## config.mk

```make
export PLATFORM = sky130hd
export DESIGN_NAME = axis_frame_length
export DESIGN_NICKNAME = d
export VERILOG_FILES = /design/src/rtl/axis_frame_length.sv
export SDC_FILE = /design/constraint.sdc
export NUM_CORES = 1
export LEC_CHECK = 0
export BUFFER_PORTS_ARGS = -buffer_cell sky130_fd_sc_hd__buf_4
export CAP_MARGIN = 10
export CORE_MARGIN = 3
export CORE_UTILIZATION = 55
export CTS_CLUSTER_SIZE = 16
export DETAILED_ROUTE_END_ITERATION = 8
export GPL_TIMING_DRIVEN = 0
export PLACE_DENSITY = 0.8
export SKIP_LAST_GASP = 1
export SLEW_MARGIN = 10
export SYNTH_ARGS = -nofsm -noshare
export SYNTH_HDL_FRONTEND = slang
export SYNTH_SLANG_ARGS = --single-unit
```

## constraint.sdc

```tcl
create_clock -name clk -period 3.9 [get_ports clk]
set_clock_uncertainty 0.2 [all_clocks]
set_input_delay 0.585 -clock clk [delete_from_list [all_inputs] [get_ports clk]]
set_output_delay 0.585 -clock clk [all_outputs]
set_load 0.02 [all_outputs]
```

## src/rtl/axis_frame_length.sv

```systemverilog
// Passive AXI4-Stream frame length monitor: sums the bytes of every accepted beat
// and strobes the frame total for one cycle after the tlast beat.
module axis_frame_length #(
  parameter int unsigned DATA_WIDTH  = 8,
  parameter int unsigned KEEP_ENABLE = (DATA_WIDTH > 8),
  parameter int unsigned KEEP_WIDTH  = DATA_WIDTH / 8,
  parameter int unsigned LEN_WIDTH   = 16
) (
  input  logic                  clk,
  input  logic                  rst,
  input  logic [KEEP_WIDTH-1:0] monitor_axis_tkeep,
  input  logic                  monitor_axis_tvalid,
  input  logic                  monitor_axis_tready,
  input  logic                  monitor_axis_tlast,
  output logic [LEN_WIDTH-1:0]  frame_len,
  output logic                  frame_len_valid
);

  logic [LEN_WIDTH-1:0] r_frame_len;
  logic                 r_frame_len_valid;
  // Set on a tlast beat and held through idle cycles so the next frame restarts at zero.
  logic                 r_frame_done;

  logic                 w_beat;
  logic [LEN_WIDTH-1:0] w_beat_bytes;
  logic [LEN_WIDTH-1:0] w_base;
  logic [LEN_WIDTH-1:0] w_frame_len_next;
  logic                 w_frame_len_valid_next;
  logic                 w_frame_done_next;

  assign w_beat = monitor_axis_tvalid && monitor_axis_tready;

  if (KEEP_ENABLE != 0) begin : g_keep
    // Byte count of the beat is the popcount of tkeep, zero-extended.
    always_comb begin
      w_beat_bytes = '0;
      for (int i = 0; i < int'(KEEP_WIDTH); i++) begin
        w_beat_bytes = w_beat_bytes + LEN_WIDTH'(monitor_axis_tkeep[i]);
      end
    end
  end else begin : g_no_keep
    // tkeep is ignored; every beat carries a full word.
    logic w_unused_tkeep;
    assign w_unused_tkeep = ^monitor_axis_tkeep;
    assign w_beat_bytes   = LEN_WIDTH'(KEEP_WIDTH);
  end

  // Next-state: accumulate on accepted beats, restart after a finished frame.
  always_comb begin
    w_base                 = r_frame_done ? '0 : r_frame_len;
    w_frame_len_next       = r_frame_len;
    w_frame_len_valid_next = 1'b0;
    w_frame_done_next      = r_frame_done;
    if (w_beat) begin
      w_frame_len_next       = w_base + w_beat_bytes;
      w_frame_len_valid_next = monitor_axis_tlast;
      w_frame_done_next      = monitor_axis_tlast;
    end
  end

  // State registers with synchronous active-low reset taking priority over beats.
  always_ff @(posedge clk) begin
    if (!rst) begin
      r_frame_len       <= '0;
      r_frame_len_valid <= 1'b0;
      r_frame_done      <= 1'b0;
    end else begin
      r_frame_len       <= w_frame_len_next;
      r_frame_len_valid <= w_frame_len_valid_next;
      r_frame_done      <= w_frame_done_next;
    end
  end

  assign frame_len       = r_frame_len;
  assign frame_len_valid = r_frame_len_valid;

endmodule

```

==> flow_summary.yaml, run 1 <==
finish:
  regArea_um2: 360
  multi_input_area_um2: 652
  drive_above_1_share: 0.247
  final_common_cell: "nand2_1"
  n_fill_cell: 157
  nets: 162
  synthToLayoutAreaGrowth_pct: 20.1
  final_core_util: 0.729
  design_area_um2: 1300
  layout.cells.non_filler: 179
  layout_common_cells: "24 x nand2_1, 20 x buf_4, 18 x dfxtp_1, 14 x nand3_1, 9 x nand4_1"
  antennaDiodeCount: 0
timing:
  final-max-slew-violation-count: 0
  timing.slew.headroom: 0.740
  worst_pin_slew_ns: 0.390
  fin_ws_ns: 1.77
  setup_viol: 0
  whs_ns: 0.298
  rsz0062_at_grt: "false"
  min_period_ns: 2.13
  post-route-period-util: 0.546
  fmax_mhz: 469
  hold_violations: 0
  tns_ns: 0
place:
  place_area_um2: 1260
  dp_hpwl_mm: 1.86
  io_buffers: 20
  dp_cells: 175
  pre_cts_ws_ns: 1.82
  routabilityCongestion: 0.833
floorplan:
  die_w_um: 50.4
  design.core.area_um2: 1780
  initial_core_util: 0.607
  die_h_um: 50.4
  io_pins: 23
  dieArea_um2: 2540
  std_cell_rows: 15
power_and_ir_drop:
  power_density_nw_per_um2: 259
  p_leak_nw: 0.604
  fin_total_pwr_mw: 0.337
  peakVddDrop_v: 0.000211
clock_tree:
  cts_hold_buffers: 0
  cts_sinks: 18
  path_clk_slew_ns: 0.10
  cts_tree: "built"
  root_buffer: "clkbuf_4"
  cts.repair.resized: 0
  postCtsSetupRepairBufs: 0
  clk-insertion-delay-late_ns: 0.29
  clock_path_buffers: 2
  numCtsBuffers: 3
  htreeDepth: 1
route:
  postRouteWirelength_mm: 2.55
  routedWlPerCell_um: 14.2
  vias: 1038
  first_pass_iters: 4
  drt_iter0_markers: 29
  detail-route-antenna-nets: 0
  drc: 0
  viasPerCell: 5.80
grt:
  grt_antenna_before_repair: 0
  grt_max_degree: 11
  grt_overflow: 0
  grt_use_total: 0.221
  grt_pass1_wl_mm: 4.35
  grt_pass1_vias: 1001
synthesis:
  synth_compound_area_frac: 0.125
  synthCells: 130
  ys_ff_latch: 18
  synthAdderAreaFrac: 0.0116
  synth_top_family_by_area: "simple AND/OR/NAND/NOR gates"
  synth.distinct_cells: 35
  syn_area_per_cell_um2: 8.33
  yosys.area_share.simple: 0.409
  ys_warn_count: 0
  synth_xor_area_frac: 0
  yosysSeqAreaShare: 0.333
  muxShareOfSynthArea: 0.0566
  synthesis.area_um2: 1080
  syn-num-nets: 137
critical_path:
  cp-end-kind: "flip-flop"
  required_ns: 3.88
  critPathMaxFanout: 6
  arrival_ns: 2.12
  critical_path_class: "flip-flop to flip-flop"
  cp-start-kind: "flip-flop"
hold_path:
  worstHoldPathType: "flip-flop to flip-flop"
run_status:
  status: "finished, final reports clean"
flow_run:
  maxCapViolCount: 0
[sequential cells by signal, indices dropped and copies added, names as in the netlist]
register         cells
frame_len           16
frame_len_valid      1
r_frame_done         1
[final timing paths]
check	startpoint	endpoint	slack, ns	depth (start not counted)
worst max-delay path	frame_len[0]	frame_len[6]	1.77	6
worst min-delay path	frame_len[15]	frame_len[15]	0.30	2
worst max register to register	frame_len[0]	frame_len[6]	1.77	6
worst min register to register	frame_len[15]	frame_len[15]	0.30	2
[synth_stat cells, drive strengths merged]
| master | n | area [um^2] |
|---|---|---|
| mux2i | 5 | 50.1 |
| nand4 | 9 | 56.3 |
| inv | 2 | 7.51 |
| nand2 | 25 | 96.4 |
| nand3 | 14 | 70.1 |
| nor3 | 5 | 30.0 |
| a22o | 1 | 8.76 |
| a21boi | 7 | 52.6 |
| nand4b | 2 | 47.6 |
| mux2 | 1 | 11.3 |
| o21ai | 6 | 30.0 |
| o211a | 1 | 10.0 |
| and3 | 4 | 25.0 |
| ha | 1 | 12.5 |
| and2 | 3 | 18.8 |
| dfxtp | 18 | 360 |
| buf | 3 | 27.5 |
| clkbuf | 3 | 31.3 |
| or2 | 1 | 6.26 |
| o211ai | 1 | 7.51 |
| o2111ai | 2 | 17.5 |
| a31o | 1 | 8.76 |
| nor2b | 4 | 25.0 |
| nor2 | 7 | 33.8 |
| nor4 | 2 | 27.5 |
| or3 | 1 | 6.26 |
| clkinv | 1 | 3.75 |
[final cells by class]
cell class / count / share of cell area
Inverter: 3 / 0.00866
Timing Repair Buffer: 20 / 0.115
Clock buffer: 4 / 0.0279
Multi-Input combinational cell: 103 / 0.501
Sequential cell: 18 / 0.277
Buffer: 6 / 0.0452
Tap cell: 25 / 0.0241
[power breakdown]
group          switching [mW]  internal, mW  total, mW
Sequential            0.00248         0.186      0.188
Combinational          0.0195        0.0139     0.0334
Clock                  0.0587        0.0569      0.116
[per-layer routing]
metal | global-route usage | vias up | share of wire
li1 | - | 519 | -
met1 | 0.284 | 493 | 0.45
met2 | 0.376 | 22 | 0.50
met3 | 0.0386 | 4 | 0.041
met4 | 0.0673 | 0 | 0.011
met5 | 0 | - | 0
[critical path, cell delays in order (launching register included)]
cell	delay [ns]
dfxtp_1	0.48
nor2b_1	0.24
ha_1	0.24
nand3_1	0.22
or2_2	0.37
o2111ai_1	0.18
nand3_1	0.09
[cell families (layout without fill, tap and decap cells)]
logic type,Yosys count,count (layout)
AO/OA/AOI/OAI,19,19
adder cells (fa/ha/maj),1,1
buffers and inverters,9,33
flip-flops,18,18
multiplexers,6,6
AND/OR/NAND/NOR,77,77
Note: power is estimated with default switching activity, not from simulation.
==> inputs of run 2 (changes only) <==
- CORE_UTILIZATION: 55 -> 48
- PLACE_DENSITY: 0.8 -> 0.74
- clock period: 3.9 -> 1.8 ns (I/O delays scaled with it)
==> run 2 against run 1 <==
Effect of this change:
- fmax grew 20%
- global-route usage down 0.20 points
- hold slack lost 0.28 ns
- cell count increased by 2.2%
- utilization is 4.7 points lower
- critical path depth did not move
- critical path type unchanged
==> flow_summary.yaml, run 2 (synthesis results as in run 1) <==
critical_path:
  arrival_ns: 1.77
  slowest_delay_ns: 0.40
  reg2reg_from: "frame_len[0]"
  critical_path_class: "flip-flop to flip-flop"
  crit_chain: "nor2b_2 > ha_4 > nand3_4 > or2_4 > o2111ai_2 > nand3_1"
  reg2reg_depth: 6
  critPathMaxFanout: 6
  critPathBufInv: 0
  cp-start-kind: "flip-flop"
  reg2reg_slack_ns: 0.03
  required_ns: 1.79
  crit_family: "simple AND/OR/NAND/NOR gates"
  timing.rr.end: "frame_len[6]"
  critPathSlowestCell: "dfxtp_2"
  cp-end-kind: "flip-flop"
place:
  routabilityCongestion: 0.831
  dp_hpwl_mm: 1.86
  io_buffers: 20
  dp_cells: 177
  pre_cts_ws_ns: -0.187
route:
  first_pass_iters: 4
  vias: 1032
  postRouteWirelength_mm: 2.69
  viasPerCell: 5.64
  detail-route-antenna-nets: 0
  drc: 0
  routedWlPerCell_um: 14.7
  drt_iter0_markers: 22
clock_tree:
  root_buffer: "clkbuf_4"
  path_clk_slew_ns: 0.11
  numCtsBuffers: 3
  clock_path_buffers: 2
  clk-insertion-delay-late_ns: 0.30
  cts_sinks: 18
  cts_hold_buffers: 0
  htreeDepth: 1
  cts_tree: "built"
grt:
  grt_pass1_vias: 987
  grt_use_total: 0.219
  grt_max_degree: 11
  grt_overflow: 0
  grt_pass1_wl_mm: 4.57
  grt_antenna_before_repair: 0
power_and_ir_drop:
  peakVddDrop_v: 0.000464
  power_density_nw_per_um2: 496
  p_leak_nw: 0.634
timing:
  fin_ws_ns: 0.0271
  final-max-slew-violation-count: 0
  whs_ns: 0.0148
  setup_viol: 0
  tns_ns: 0
  hold_violations: 0
  fmax_mhz: 564
  min_period_ns: 1.77
  rsz0062_at_grt: "true"
  worst_pin_slew_ns: 0.461
  timing.slew.headroom: 0.693
  post-route-period-util: 0.985
finish:
  largest_reg_flops: 16
  drive_above_1_share: 0.327
  antennaDiodeCount: 0
  layout.cells.non_filler: 183
  synthToLayoutAreaGrowth_pct: 28.7
  multi_input_area_um2: 719
  final_core_util: 0.682
  regArea_um2: 367
  nets: 165
  n_fill_cell: 178
  layout_common_cells: "24 x nand2_1, 24 x buf_4, 15 x dfxtp_1, 13 x nand3_1, 9 x nand4_1"
flow_run:
  maxCapViolCount: 0
floorplan:
  std_cell_rows: 16
  io_pins: 23
  dieArea_um2: 2860
  initial_core_util: 0.530
  die_h_um: 53.5
  die_w_um: 53.5
  design.core.area_um2: 2040
hold_path:
  min_to: "frame_len_valid"
  holdPathStages: 2
  worstHoldPathType: "input port to flip-flop"
  hp-start: "monitor_axis_tlast"
run_status:
  status: "finished, final reports clean"
==> run 2: cell types whose count changed in the layout (fill, tap and decap cells not counted), sizes merged <==
cell    before  now
buf         23   26
clkbuf       7    6
==> run 2: worst max path at each step <==
stage,startpoint,endpoint,slack [ns],cells after the start
finish,frame_len[0],frame_len[6],0.03,6
global route,frame_len[0],frame_len[6],-0.09,6
CTS,r_frame_done,frame_len[6],-0.02,7
detailed placement,r_frame_done,frame_len[10],-0.19,8
global placement,r_frame_done,frame_len[10],-0.15,8
floorplan,r_frame_done,frame_len[10],0.0005,8
==> run 2: through the flow <==
stage / power, mW / instance area, um^2
global placement: 0.487 / 1280
global route: 0.719 / 1390
finish: 0.691 / 1390
floorplan: 0.464 / 1090
CTS: 0.690 / 1360
detailed placement: 0.490 / 1280
==> run 2: final cells by class <==
type,count,area share
well taps,27,0.0243
multi-input cells,103,0.517
inverters,3,0.00809
clock buffers,3,0.0162
flip-flops and latches,18,0.263
repair buffers,24,0.129
plain buffers,5,0.0422
==> run 2: layer usage <==
metal	global-route usage	part of all wire
met2	0.361	0.49
met5	0	0
met4	0.0553	0
met1	0.273	0.45
met3	0.0676	0.058
==> run 2: power breakdown <==
group          internal (mW)  switching (mW)
Clock                 0.0779           0.125
Sequential             0.402         0.00589
Combinational         0.0350          0.0450
==> run 2: what timing repair did <==
action	in CTS	in global routing
resized for setup	8	5
endpoints found under the setup margin	6	6
gates cloned	0	0
buffers inserted	3	1
pin swaps	3	7
